<file path="config.mk">
export PLATFORM = sky130hd
export DESIGN_NAME = mq_byte_out
export DESIGN_NICKNAME = d
export VERILOG_FILES = /design/src/rtl/mq_byte_out.sv
export SDC_FILE = /design/constraint.sdc
export NUM_CORES = 1
export LEC_CHECK = 0
export BUFFER_PORTS_ARGS = -buffer_cell sky130_fd_sc_hd__buf_2
export CAP_MARGIN = 40
export CELL_PAD_IN_SITES_DETAIL_PLACEMENT = 0
export CELL_PAD_IN_SITES_GLOBAL_PLACEMENT = 1
export CORE_ASPECT_RATIO = 1.75
export CORE_UTILIZATION = 40
export CTS_CLUSTER_SIZE = 12
export DETAILED_ROUTE_END_ITERATION = 8
export PLACE_DENSITY_LB_ADDON = 0.1
export SLEW_MARGIN = 20
export SYNTH_ARGS = -nofsm -noshare
export SYNTH_HDL_FRONTEND = slang
export SYNTH_SLANG_ARGS = --single-unit
</file>
<file path="constraint.sdc">
create_clock -name clk -period 6.1 [get_ports clk]
set_input_delay 1.22 -clock clk [delete_from_list [all_inputs] [get_ports clk]]
set_output_delay 1.22 -clock clk [all_outputs]
set_load 0.03 [all_outputs]
</file>
<file path="src/rtl/mq_byte_out.sv">
// MQ coder byte-output stage: pending-byte carry absorption, FIFO output, byte pointer, flush (MQ_OUT_EOC_EN adds FF D9 terminator).
// Latency: push to out_byte in 1 cycle; backpressure: in_ready drops when FIFO full or flushing, no path from out_ready.
module mq_byte_out #(
  parameter int DEPTH = 8,
  parameter int BP_W  = 16
) (
  input  logic            clk,
  input  logic            rst,
  input  logic [7:0]      byte_in,
  input  logic            byte_valid,
  input  logic            carry_in,
  output logic            in_ready,
  input  logic            flush,
  output logic [7:0]      out_byte,
  output logic            out_valid,
  input  logic            out_ready,
  output logic [BP_W-1:0] bp,
  output logic            carry_err,
  output logic            flush_done
);

  localparam int PTR_W = $clog2(DEPTH);
  localparam int CNT_W = PTR_W + 1;
  localparam logic [CNT_W-1:0] FULL = CNT_W'(DEPTH);

  typedef enum logic [2:0] {
    IDLE    = 3'd0,
    FL_PEND = 3'd1,
`ifdef MQ_OUT_EOC_EN
    MARK0   = 3'd2,
    MARK1   = 3'd3,
`endif
    DONE    = 3'd4
  } state_t;

  state_t           state, state_nxt;
  logic [7:0]       mem [DEPTH];
  logic [PTR_W-1:0] rd_ptr, wr_ptr, rd_nxt;
  logic [CNT_W-1:0] count, count_nxt;
  logic [7:0]       pend, pend_inc, push_dat, fsm_dat;
  logic             pend_v;
  logic             accept, carry_only, pop, space, push, fsm_push;

  always_comb begin
    in_ready   = rst & (state == IDLE) & (count < FULL);
    accept     = byte_valid & in_ready;
    carry_only = carry_in & ~byte_valid & (state == IDLE);
    pop        = out_valid & out_ready;
    // FSM pushes may use the slot freed by a same-cycle pop
    space      = (count != FULL) | pop;
    pend_inc   = (carry_in && pend != 8'hFF) ? pend + 8'd1 : pend;
    rd_nxt     = rd_ptr + PTR_W'(1);
  end

  always_comb begin
    state_nxt  = state;
    fsm_push   = 1'b0;
    fsm_dat    = pend;
    flush_done = 1'b0;
    case (state)
      IDLE: if (flush) state_nxt = FL_PEND;
      FL_PEND: begin
        if (!pend_v || space) begin
          fsm_push = pend_v;
`ifdef MQ_OUT_EOC_EN
          state_nxt = MARK0;
`else
          state_nxt = DONE;
`endif
        end
      end
`ifdef MQ_OUT_EOC_EN
      MARK0: begin
        fsm_dat = 8'hFF;
        if (space) begin
          fsm_push  = 1'b1;
          state_nxt = MARK1;
        end
      end
      MARK1: begin
        fsm_dat = 8'hD9;
        if (space) begin
          fsm_push  = 1'b1;
          state_nxt = DONE;
        end
      end
`endif
      DONE: begin
        if (count == '0) begin
          flush_done = 1'b1;
          state_nxt  = IDLE;
        end
      end
      default: state_nxt = IDLE;
    endcase
  end

  always_comb begin
    push      = (accept & pend_v) | fsm_push;
    push_dat  = fsm_push ? fsm_dat : pend_inc;
    count_nxt = count + CNT_W'(push) - CNT_W'(pop);
  end

  always_ff @(posedge clk) begin
    if (push) mem[wr_ptr] <= push_dat;
  end

  always_ff @(posedge clk or negedge rst) begin
    if (!rst) begin
      state     <= IDLE;
      pend      <= '0;
      pend_v    <= 1'b0;
      carry_err <= 1'b0;
      rd_ptr    <= '0;
      wr_ptr    <= '0;
      count     <= '0;
      out_byte  <= '0;
      out_valid <= 1'b0;
      bp        <= '0;
    end else begin
      state <= state_nxt;
      if (accept) begin
        pend   <= byte_in;
        pend_v <= 1'b1;
        if (carry_in && (!pend_v || pend == 8'hFF)) carry_err <= 1'b1;
      end else if (carry_only) begin
        if (pend_v && pend != 8'hFF) pend <= pend + 8'd1;
        else                         carry_err <= 1'b1;
      end
      if (flush_done) pend_v <= 1'b0;
      if (push) begin
        wr_ptr <= wr_ptr + PTR_W'(1);
        bp     <= bp + BP_W'(1);
      end
      if (pop) rd_ptr <= rd_nxt;
      count     <= count_nxt;
      out_valid <= (count_nxt != '0);
      // out_byte is a registered copy of the entry at the read pointer
      if (pop) begin
        if (count >= CNT_W'(2)) out_byte <= mem[rd_nxt];
        else if (push)          out_byte <= push_dat;
      end else if (count == '0 && push) begin
        out_byte <= push_dat;
      end
    end
  end

endmodule

</file>
==> summary.txt, run 1 <==
Setup path
  • Critical path startpoint category: input port
  • CP bufs+invs: 5
  • Most frequent CP cell: inv_1
  • CP max-delay cell: or4_1
  • Worst-path cell chain: buf_2, nand2_1, a31o_2, nand2_1, inv_1, ha_1, inv_1, ha_1, inv_1, fa_1, inv_1, or4_1
  • Worst EP required: 6.34 ns
  • Crit end category: flop
  • Max stage delay on crit path: 0.51 ns
  • WP data arrival: 3.85 ns
  • Critical path fanouts, max: 13
  • Kind of critical path: in2reg
  • Family with the most delay on the worst path: adder cells

Placed design
  • Place WS: 2.07 ns
  • GPL Wtd Cong: 0.731
  • Post-DP HPWL: 7.73 mm
  • Port bufs: 41
  • Placed Instances: 594

Clocking
  • Root Buffer Master: clkbuf_16
  • Clock slew at reported path FFs: 0.08 ns
  • Clk_lat worst skew: 0.36 ns
  • CTS Sinks: 111
  • TritonCTS clock tree: yes
  • Setup bufs post-CTS: 0
  • Post-cts resize count: 0
  • Hold_buf cts: 0
  • H-tree levels: 3
  • TritonCTS Buffers: 9
  • Clock Tree Buf Depth: 2

Timing
  • Max Fclk: 276 MHz
  • Slew Viols, Final: 0
  • Period utilization: 0.593
  • RSZ-0062 raised after global routing: false
  • Final Hold Violating Endpoints: 0
  • Normalized max-slew margin: 0.498
  • Min Tclk post-route: 3.62 ns
  • Final setup TNS: 0 ns
  • Setup Skew: 0.00969 ns
  • Worst hold slack: 0.470 ns
  • # setup viols final: 0
  • Worst-margin pin slew: 0.752 ns
  • Worst setup margin: 2.48 ns

Global route
  • Grt ovf: 0
  • Antenna violations before repair: 0
  • Tot GR Track Use: 0.175
  • First-pass GRT wire length: 17.4 mm
  • Number of global-route vias before repair: 3227
  • Largest net degree at the start of global routing: 49

Floorplanning
  • # IOs: 42
  • Core ar.: 12600 µm²
  • Die area: 13400 µm²
  • Row cnt: 54
  • Die extent in x: 88.1 µm
  • Chip height: 153 µm
  • Initial Util: 0.413

Yosys
  • Adder-Cell Fraction of Synth Area: 0.0280
  • Post-synthesis compound-gate area fraction: 0.0731
  • EDFF count, synth: 64
  • Mapped cell area: 5190 µm²
  • Top FF cell, synth: edfxtp_1
  • Synth top area share: 0.370
  • Leading area contributor after synthesis: edfxtp_1
  • Post-synthesis sequential area ratio: 0.597
  • Synth unique cells: 58
  • Mux cell area share after synthesis: 0.0962
  • Syn nets: 410
  • Syn avg cell area: 13.5 µm²
  • Synth Register Bits: 111
  • Cells after synthesis: 385
  • Post-synthesis simple-gate area fraction: 0.128
  • Post-synth ARST share: 0.423
  • Xor/xnor share of the synthesized area: 0.0538
  • Synth Warn #: 0
  • Area contributors post-synth: edfxtp_1, dfrtp_1, mux4_2
  • Largest family of logic cells by synthesized area: simple AND/OR/NAND/NOR gates

Routing
  • Drt total wl: 10.7 mm
  • Wire length per cell: 17.5 µm
  • Detail Route Antenna Nets: 0
  • Initial drt markers: 115
  • DR pass1 iterations: 4
  • Vias: 3229
  • Vias per cell: 5.28
  • Drt drc: 0

Run
  • Max-cap violation count: 0

Power
  • Peak supply drop: 0.000136 V
  • Total Power: 3.02 mW
  • P_leak: 2.22 nW
  • P per Cell Area: 507 nW/µm²

Final layout
  • Synthesis-to-finish area growth: 14.8%
  • Antenna Cells: 0
  • Non-Filler Instances: 611
  • Final #Nets: 463
  • Layout cell share with drive strength beyond 1: 0.248

Hold path
  • Worst min path class: reg2reg

Status
  • Outcome: finished, final reports clean
area by class of cell:
type                       instances  area, µm²
inverter                          15       56.3
tap                              168        210
fill                            1203       6610
sequential                       111       3100
clock buffer                       9        225
timing repair buffer              55        319
clock inverter                     7       81.3
multi-input combinational        246       1970
cells by family after synthesis:
logic type / count (synthesis)
AO/OA/AOI/OAI: 50
XOR/XNOR: 31
adder cells (fa/ha/maj): 11
buffers and inverters: 28
flip-flops: 111
multiplexers: 31
AND/OR/NAND/NOR: 123
worst register-to-register path, cell delays in order (launching register included):
cell     delay [ns]
dfrtp_1        0.47
nor4b_4        0.39
nand3_2        0.19
nand2_1        0.20
inv_1          0.23
ha_1           0.35
inv_1          0.05
ha_1           0.15
inv_1          0.05
fa_1           0.47
inv_1          0.05
or4_1          0.51
sequential cells by signal, summed over array words and instances, names as in the netlist:
signal,cells
state,2
out_valid,1
out_byte,8
bp,16
wr_ptr,3
rd_ptr,3
count,4
carry_err,1
mem,64
pend_v,1
fsm_dat,8
layout by cell type, fill, tap and decap left out, drive strengths merged, types with 2 or more instances in the layout:
cell / instances
edfxtp: 64
buf: 55
dfrtp: 47
nor2: 33
nand2: 27
inv: 19
xnor2: 18
mux4: 14
xor2: 13
mux2: 11
a21oi: 11
nand3: 11
ha: 10
clkbuf: 9
nor3: 9
a211oi: 8
nand2b: 7
o21ai: 7
mux2i: 6
o211ai: 6
nor2b: 5
and3: 4
nand4: 4
or4: 4
nor4: 4
nor4b: 4
and4: 3
nor3b: 3
a31oi: 3
clkinv: 3
o31ai: 2
power by group:
group          total, mW  switching (mW)  leakage, nW  internal, mW
clock network      0.602           0.307        0.150         0.295
logic               1.22           0.702        0.954         0.519
registers           1.20           0.164         1.12          1.03
total               3.02            1.17         2.22          1.85
worst paths after layout:
kind,from,endpoint,slack [ns],cells after the start
worst min-delay path,carry_err,carry_err,0.47,1
min in group asynchronous,rst,state[0],0.99,2
max in group asynchronous,rst,bp[14],4.68,2
worst max register to register,state[2],out_valid,2.85,11
worst min register to register,carry_err,carry_err,0.47,1
worst max-delay path,out_ready,out_valid,2.48,12
per-layer routing:
layer	vias up	wire length, µm	global-route usage
met3	15	265	0.0336
met1	1630	4560	0.218
met5	-	0	0
li1	1539	-	-
met4	0	199	0.0599
met2	45	5680	0.299
synth_stat cells, types with 8 or more instances:
cell type   n
edfxtp_1   64
dfrtp_1    47
nor2_1     33
nand2_1    27
xnor2_1    18
inv_1      14
mux4_2     14
xor2_1     12
a21oi_1    11
mux2_2     11
ha_1       10
nand3_1    10
a211oi_1    8
through the flow:
step | util | cell area, µm²
final | 0.474 | 5960
after global routing | 0.474 | 5960
after CTS | 0.474 | 5950
after detailed placement | 0.449 | 5640
after global placement | 0.446 | 5610
after floorplan | - | 5190
Power figures use the tool's default switching activity.
==> inputs of run 2 (changes only) <==
==> constraint.sdc (replaced) <==
create_clock -name clk -period 3.2 [get_ports clk]
set_input_delay 0.64 -clock clk [delete_from_list [all_inputs] [get_ports clk]]
set_output_delay 0.64 -clock clk [all_outputs]
set_load 0.03 [all_outputs]
==> run 2 against run 1 <==
Effect of this change:
- final cell count grew 0.65%
- clock power up 98%
- clock-buffer cell count unchanged
- wire length down 1.3%
- register-to-register slack got worse by 2.4 ns
- total power increased by 92%
- critical path depth fell by 1
==> summary.txt, run 2 (same netlist as run 1, synthesis figures left out) <==
Setup path
  • Family with the most delay on the worst path: simple AND/OR/NAND/NOR gates
  • Max stage delay on crit path: 0.49 ns
  • WP data arrival: 2.99 ns
  • Worst-path cell chain: nor4b_4, nand3_2, nand2_2, inv_2, ha_4, inv_2, ha_4, inv_2, fa_1, inv_1, or4_1
  • Worst EP required: 3.42 ns
  • CP bufs+invs: 4
  • Crit end category: flop
  • Kind of critical path: reg2reg
  • CP max-delay cell: or4_1
  • Most frequent CP cell: inv_2
  • Critical path startpoint category: flop
  • Critical path fanouts, max: 7

Floorplanning
  • Row cnt: 54
  • Initial Util: 0.413
  • Die extent in x: 88.1 µm
  • Chip height: 153 µm
  • Core ar.: 12600 µm²
  • # IOs: 42
  • Die area: 13400 µm²

Clocking
  • H-tree levels: 3
  • Clock Tree Buf Depth: 2
  • TritonCTS clock tree: yes
  • Post-cts resize count: 0
  • TritonCTS Buffers: 9
  • CTS Sinks: 111
  • Clock slew at reported path FFs: 0.08 ns
  • Hold_buf cts: 0
  • Root Buffer Master: clkbuf_16
  • Clk_lat worst skew: 0.35 ns
  • Setup bufs post-CTS: 0

Timing
  • Final Hold Violating Endpoints: 0
  • # setup viols final: 0
  • Period utilization: 0.865
  • Worst hold slack: 0.437 ns
  • Final setup TNS: 0 ns
  • RSZ-0062 raised after global routing: false
  • Worst-margin pin slew: 0.783 ns
  • Slew Viols, Final: 0
  • Normalized max-slew margin: 0.478
  • Setup Skew: 0.0117 ns
  • Worst setup margin: 0.431 ns
  • Min Tclk post-route: 2.77 ns
  • Max Fclk: 361 MHz

Routing
  • Wire length per cell: 17.2 µm
  • DR pass1 iterations: 4
  • Drt total wl: 10.6 mm
  • Detail Route Antenna Nets: 0
  • Drt drc: 0
  • Initial drt markers: 155
  • Vias per cell: 5.21
  • Vias: 3202

Status
  • Outcome: finished, final reports clean

Final layout
  • Final #Nets: 467
  • Largest Register: mem
  • Top Registers: mem x64, bp x16
  • Non-Filler Instances: 615
  • Storage cell area: 3100 µm²
  • Largest register FFs: 64
  • Design area: 6020 µm²
  • Antenna Cells: 0
  • Synthesis-to-finish area growth: 16.0%
  • Filler cell count: 1197
  • Layout cell share with drive strength beyond 1: 0.268
  • Most frequent cells in the layout: edfxtp_1, dfrtp_1, buf_2
  • Most common cell after layout, fill and taps aside: edfxtp_1
  • Multi-input gate area: 1990 µm²

Placed design
  • Placed cell areas: 5690 µm²
  • Post-DP HPWL: 7.66 mm
  • GPL Wtd Cong: 0.759
  • Place WS: 0.209 ns
  • Placed Instances: 598
  • Port bufs: 41

Global route
  • First-pass GRT wire length: 17.3 mm
  • Grt ovf: 0
  • Tot GR Track Use: 0.173
  • Largest net degree at the start of global routing: 49
  • Antenna violations before repair: 0
  • Number of global-route vias before repair: 3167

Power
  • P per Cell Area: 965 nW/µm²
  • Peak supply drop: 0.000364 V
  • P_leak: 2.24 nW

Hold path
  • Worst min path class: in2async

Run
  • Max-cap violation count: 0
## run 2: final cells by class
cell class	instances	share of cell area
timing repair buffer	59	0.0561
tap	168	0.0349
multi-input combinational	246	0.331
sequential	111	0.515
inverter	15	0.00936
clock buffer	9	0.0374
clock inverter	7	0.0160
## run 2: path summary, 6_finish.rpt
path	end	depth (start not counted)	slack (ns)	start
max	out_valid	11	0.43	state[2]
min	fsm_dat[3]	2	0.44	rst
max reg2reg	out_valid	11	0.43	state[2]
min reg2reg	carry_err	1	0.47	carry_err
max in group asynchronous	wr_ptr[2]	2	2.30	rst
min in group clk	carry_err	1	0.47	carry_err
## run 2: per-stage QoR
stage	power (mW)	util
6_report	5.80	0.479
5_1_grt	6.21	0.479
4_1_cts	5.90	0.478
3_5_place_dp	4.68	0.453
3_3_place_gp	4.62	0.453
2_1_floorplan	4.04	-
## run 2: where the power goes
| part | internal (mW) | switching (mW) | total [mW] |
|---|---|---|---|
| Combinational | 1.00 | 1.33 | 2.34 |
| Sequential | 1.97 | 0.310 | 2.28 |
| Clock | 0.634 | 0.556 | 1.19 |
| Total | 3.61 | 2.20 | 5.80 |
## run 2: worst register-to-register path: stages (launching register included)
cell,delay [ns]
dfrtp_1,0.47
nor4b_4,0.39
nand3_2,0.18
nand2_2,0.11
inv_2,0.05
ha_4,0.21
inv_2,0.06
ha_4,0.13
inv_2,0.03
fa_1,0.46
inv_1,0.05
or4_1,0.49
## run 2: per-layer routing
metal | vias up | track usage | routed length (µm)
met5 | - | 0 | 0
met4 | 0 | 0.0507 | 83
met3 | 6 | 0.0330 | 315
met2 | 50 | 0.295 | 5640
li1 | 1544 | - | -
met1 | 1602 | 0.221 | 4530
==> inputs of run 3 (changes only) <==
--- a/config.mk
+++ b/config.mk
@@ -13,7 +13,7 @@
 export CORE_UTILIZATION = 40
 export CTS_CLUSTER_SIZE = 12
 export DETAILED_ROUTE_END_ITERATION = 8
-export PLACE_DENSITY_LB_ADDON = 0.1
+export PLACE_DENSITY = 0.74
 export SLEW_MARGIN = 20
 export SYNTH_ARGS = -nofsm -noshare
 export SYNTH_HDL_FRONTEND = slang
==> run 3 against run 2 <==
Effect of this change:
- clock power about the same
- clock-buffer cell count unchanged
- final cell count up 0.16%
- critical path type unchanged
==> summary.txt, run 3 (same netlist as run 1, synthesis figures left out) <==
Global route
  • Antenna violations before repair: 0
  • First-pass GRT wire length: 16.8 mm
  • Grt ovf: 0
  • Largest net degree at the start of global routing: 49
  • Number of global-route vias before repair: 3288
  • Tot GR Track Use: 0.167

Routing
  • Wire length per cell: 16.7 µm
  • Detail Route Antenna Nets: 0
  • DR pass1 iterations: 4
  • Initial drt markers: 138
  • Drt drc: 0
  • Met1 Routed Length: 4.18 mm
  • Metal3 WL: 290 µm
  • Drt total wl: 10.3 mm
  • Highest Signal Layer: met4
  • Met2 wire length: 5.47 mm
  • Vias per cell: 5.25
  • Vias: 3237

Clocking
  • Clock slew at reported path FFs: 0.08 ns
  • Setup bufs post-CTS: 0
  • TritonCTS Buffers: 9
  • CTS Sinks: 111
  • H-tree levels: 3
  • TritonCTS clock tree: yes
  • Post-cts resize count: 0
  • Clk_lat worst skew: 0.35 ns
  • Clock Tree Buf Depth: 2
  • Hold_buf cts: 0
  • Root Buffer Master: clkbuf_16

Timing
  • Min Tclk post-route: 2.72 ns
  • RSZ-0062 raised after global routing: false
  • Max Fclk: 368 MHz
  • Slew Viols, Final: 0
  • Final Hold Violating Endpoints: 0
  • Worst-margin pin slew: 0.749 ns
  • Period utilization: 0.849
  • Setup Skew: 0.00928 ns
  • Worst hold slack: 0.471 ns
  • # setup viols final: 0
  • Normalized max-slew margin: 0.501

Setup path
  • Most frequent CP cell: inv_2
  • Max stage delay on crit path: 0.48 ns
  • CP max-delay cell: dfrtp_1
  • Worst r2r src: state[2]
  • Kind of critical path: reg2reg
  • Worst EP required: 3.43 ns
  • Worst-path cell chain: nor4b_4, nand3_2, nand2_2, inv_2, ha_4, inv_2, ha_4, inv_2, fa_1, inv_1, or4_1
  • Critical path fanouts, max: 7
  • Worst setup path startpoint: state[2]
  • WP data arrival: 2.94 ns
  • Critical path startpoint category: flop
  • Crit end category: flop

Placed design
  • GPL Wtd Cong: 0.769
  • Port bufs: 41
  • Post-DP HPWL: 7.42 mm
  • Placed cell areas: 5700 µm²
  • Placed Instances: 600

Power
  • Total Power: 5.77 mW
  • P per Cell Area: 959 nW/µm²
  • Peak supply drop: 0.000333 V
  • P_leak: 2.24 nW

Final layout
  • Most frequent cells in the layout: edfxtp_1, dfrtp_1, buf_2
  • Multi-input gate area: 1990 µm²
  • Largest register FFs: 64
  • Largest Register: mem
  • Storage cell area: 3100 µm²
  • Layout cell share with drive strength beyond 1: 0.270
  • Filler cell count: 1125
  • Antenna Cells: 0
  • Synthesis-to-finish area growth: 15.9%
  • Non-Filler Instances: 616
  • Most common cell after layout, fill and taps aside: edfxtp_1
  • Design area: 6010 µm²
  • Final #Nets: 468
  • Top Registers: mem x64, bp x16

Run
  • Max-cap violation count: 0

Floorplanning
  • # IOs: 42
  • Die extent in x: 88.1 µm
  • Row cnt: 54
  • Core ar.: 12600 µm²
  • Initial Util: 0.413
  • Chip height: 153 µm
  • Die area: 13400 µm²

Hold path
  • Worst hold start: carry_err
  • Worst min path class: reg2reg

Status
  • Outcome: finished, final reports clean
==> run 3: cell count changes in the layout (fill, tap and decap cells not counted), sizes merged <==
cell and change:
buf +1, clkinv +1, clkinvlp -1
==> run 3: layer usage <==
layer / GRT usage / vias to the layer above
met1: 0.194 / 1611
met3: 0.0276 / 19
li1: - / 1551
met4: 0.0876 / 0
met5: 0 / -
met2: 0.289 / 56
==> run 3: worst max-delay path: cells and delay by family (launching register included) <==
kind                       cells  cell delay (ns)
adders and majority gates      3             0.81
and+or+nand+nor                4             1.11
DFF                            1             0.48
buffers and inverters          4             0.19
==> run 3: power breakdown <==
part,internal (mW),switching (mW)
logic,1.01,1.32
clock network,0.625,0.540
registers,1.97,0.311
==> run 3: stage by stage <==
step	util	setup slack [ns]	TNS, ns
after floorplan	-	-0.000968	-0.000968
after global placement	0.453	0.276	0
after detailed placement	0.454	0.236	0
after CTS	0.478	0.480	0
after global routing	0.478	0.319	0
final	0.478	0.483	0
==> run 3: layout make-up <==
| class | count | share of cell area |
|---|---|---|
| flip-flops and latches | 111 | 0.515 |
| multi-input cells | 246 | 0.331 |
| repair buffers | 60 | 0.0574 |
| clock buffers | 9 | 0.0375 |
| well taps | 168 | 0.0350 |
| clock inverters | 7 | 0.0141 |
| inverters | 15 | 0.00936 |
==> run 3: final timing paths <==
path / end / slack (ns) / cells after the start
max in group asynchronous: wr_ptr[2] / 2.23 / 2
setup reg to reg: out_valid / 0.48 / 11
min in group asynchronous: wr_ptr[0] / 0.51 / 2
setup / recovery: out_valid / 0.48 / 11
hold / removal: carry_err / 0.47 / 1
hold reg to reg: carry_err / 0.47 / 1
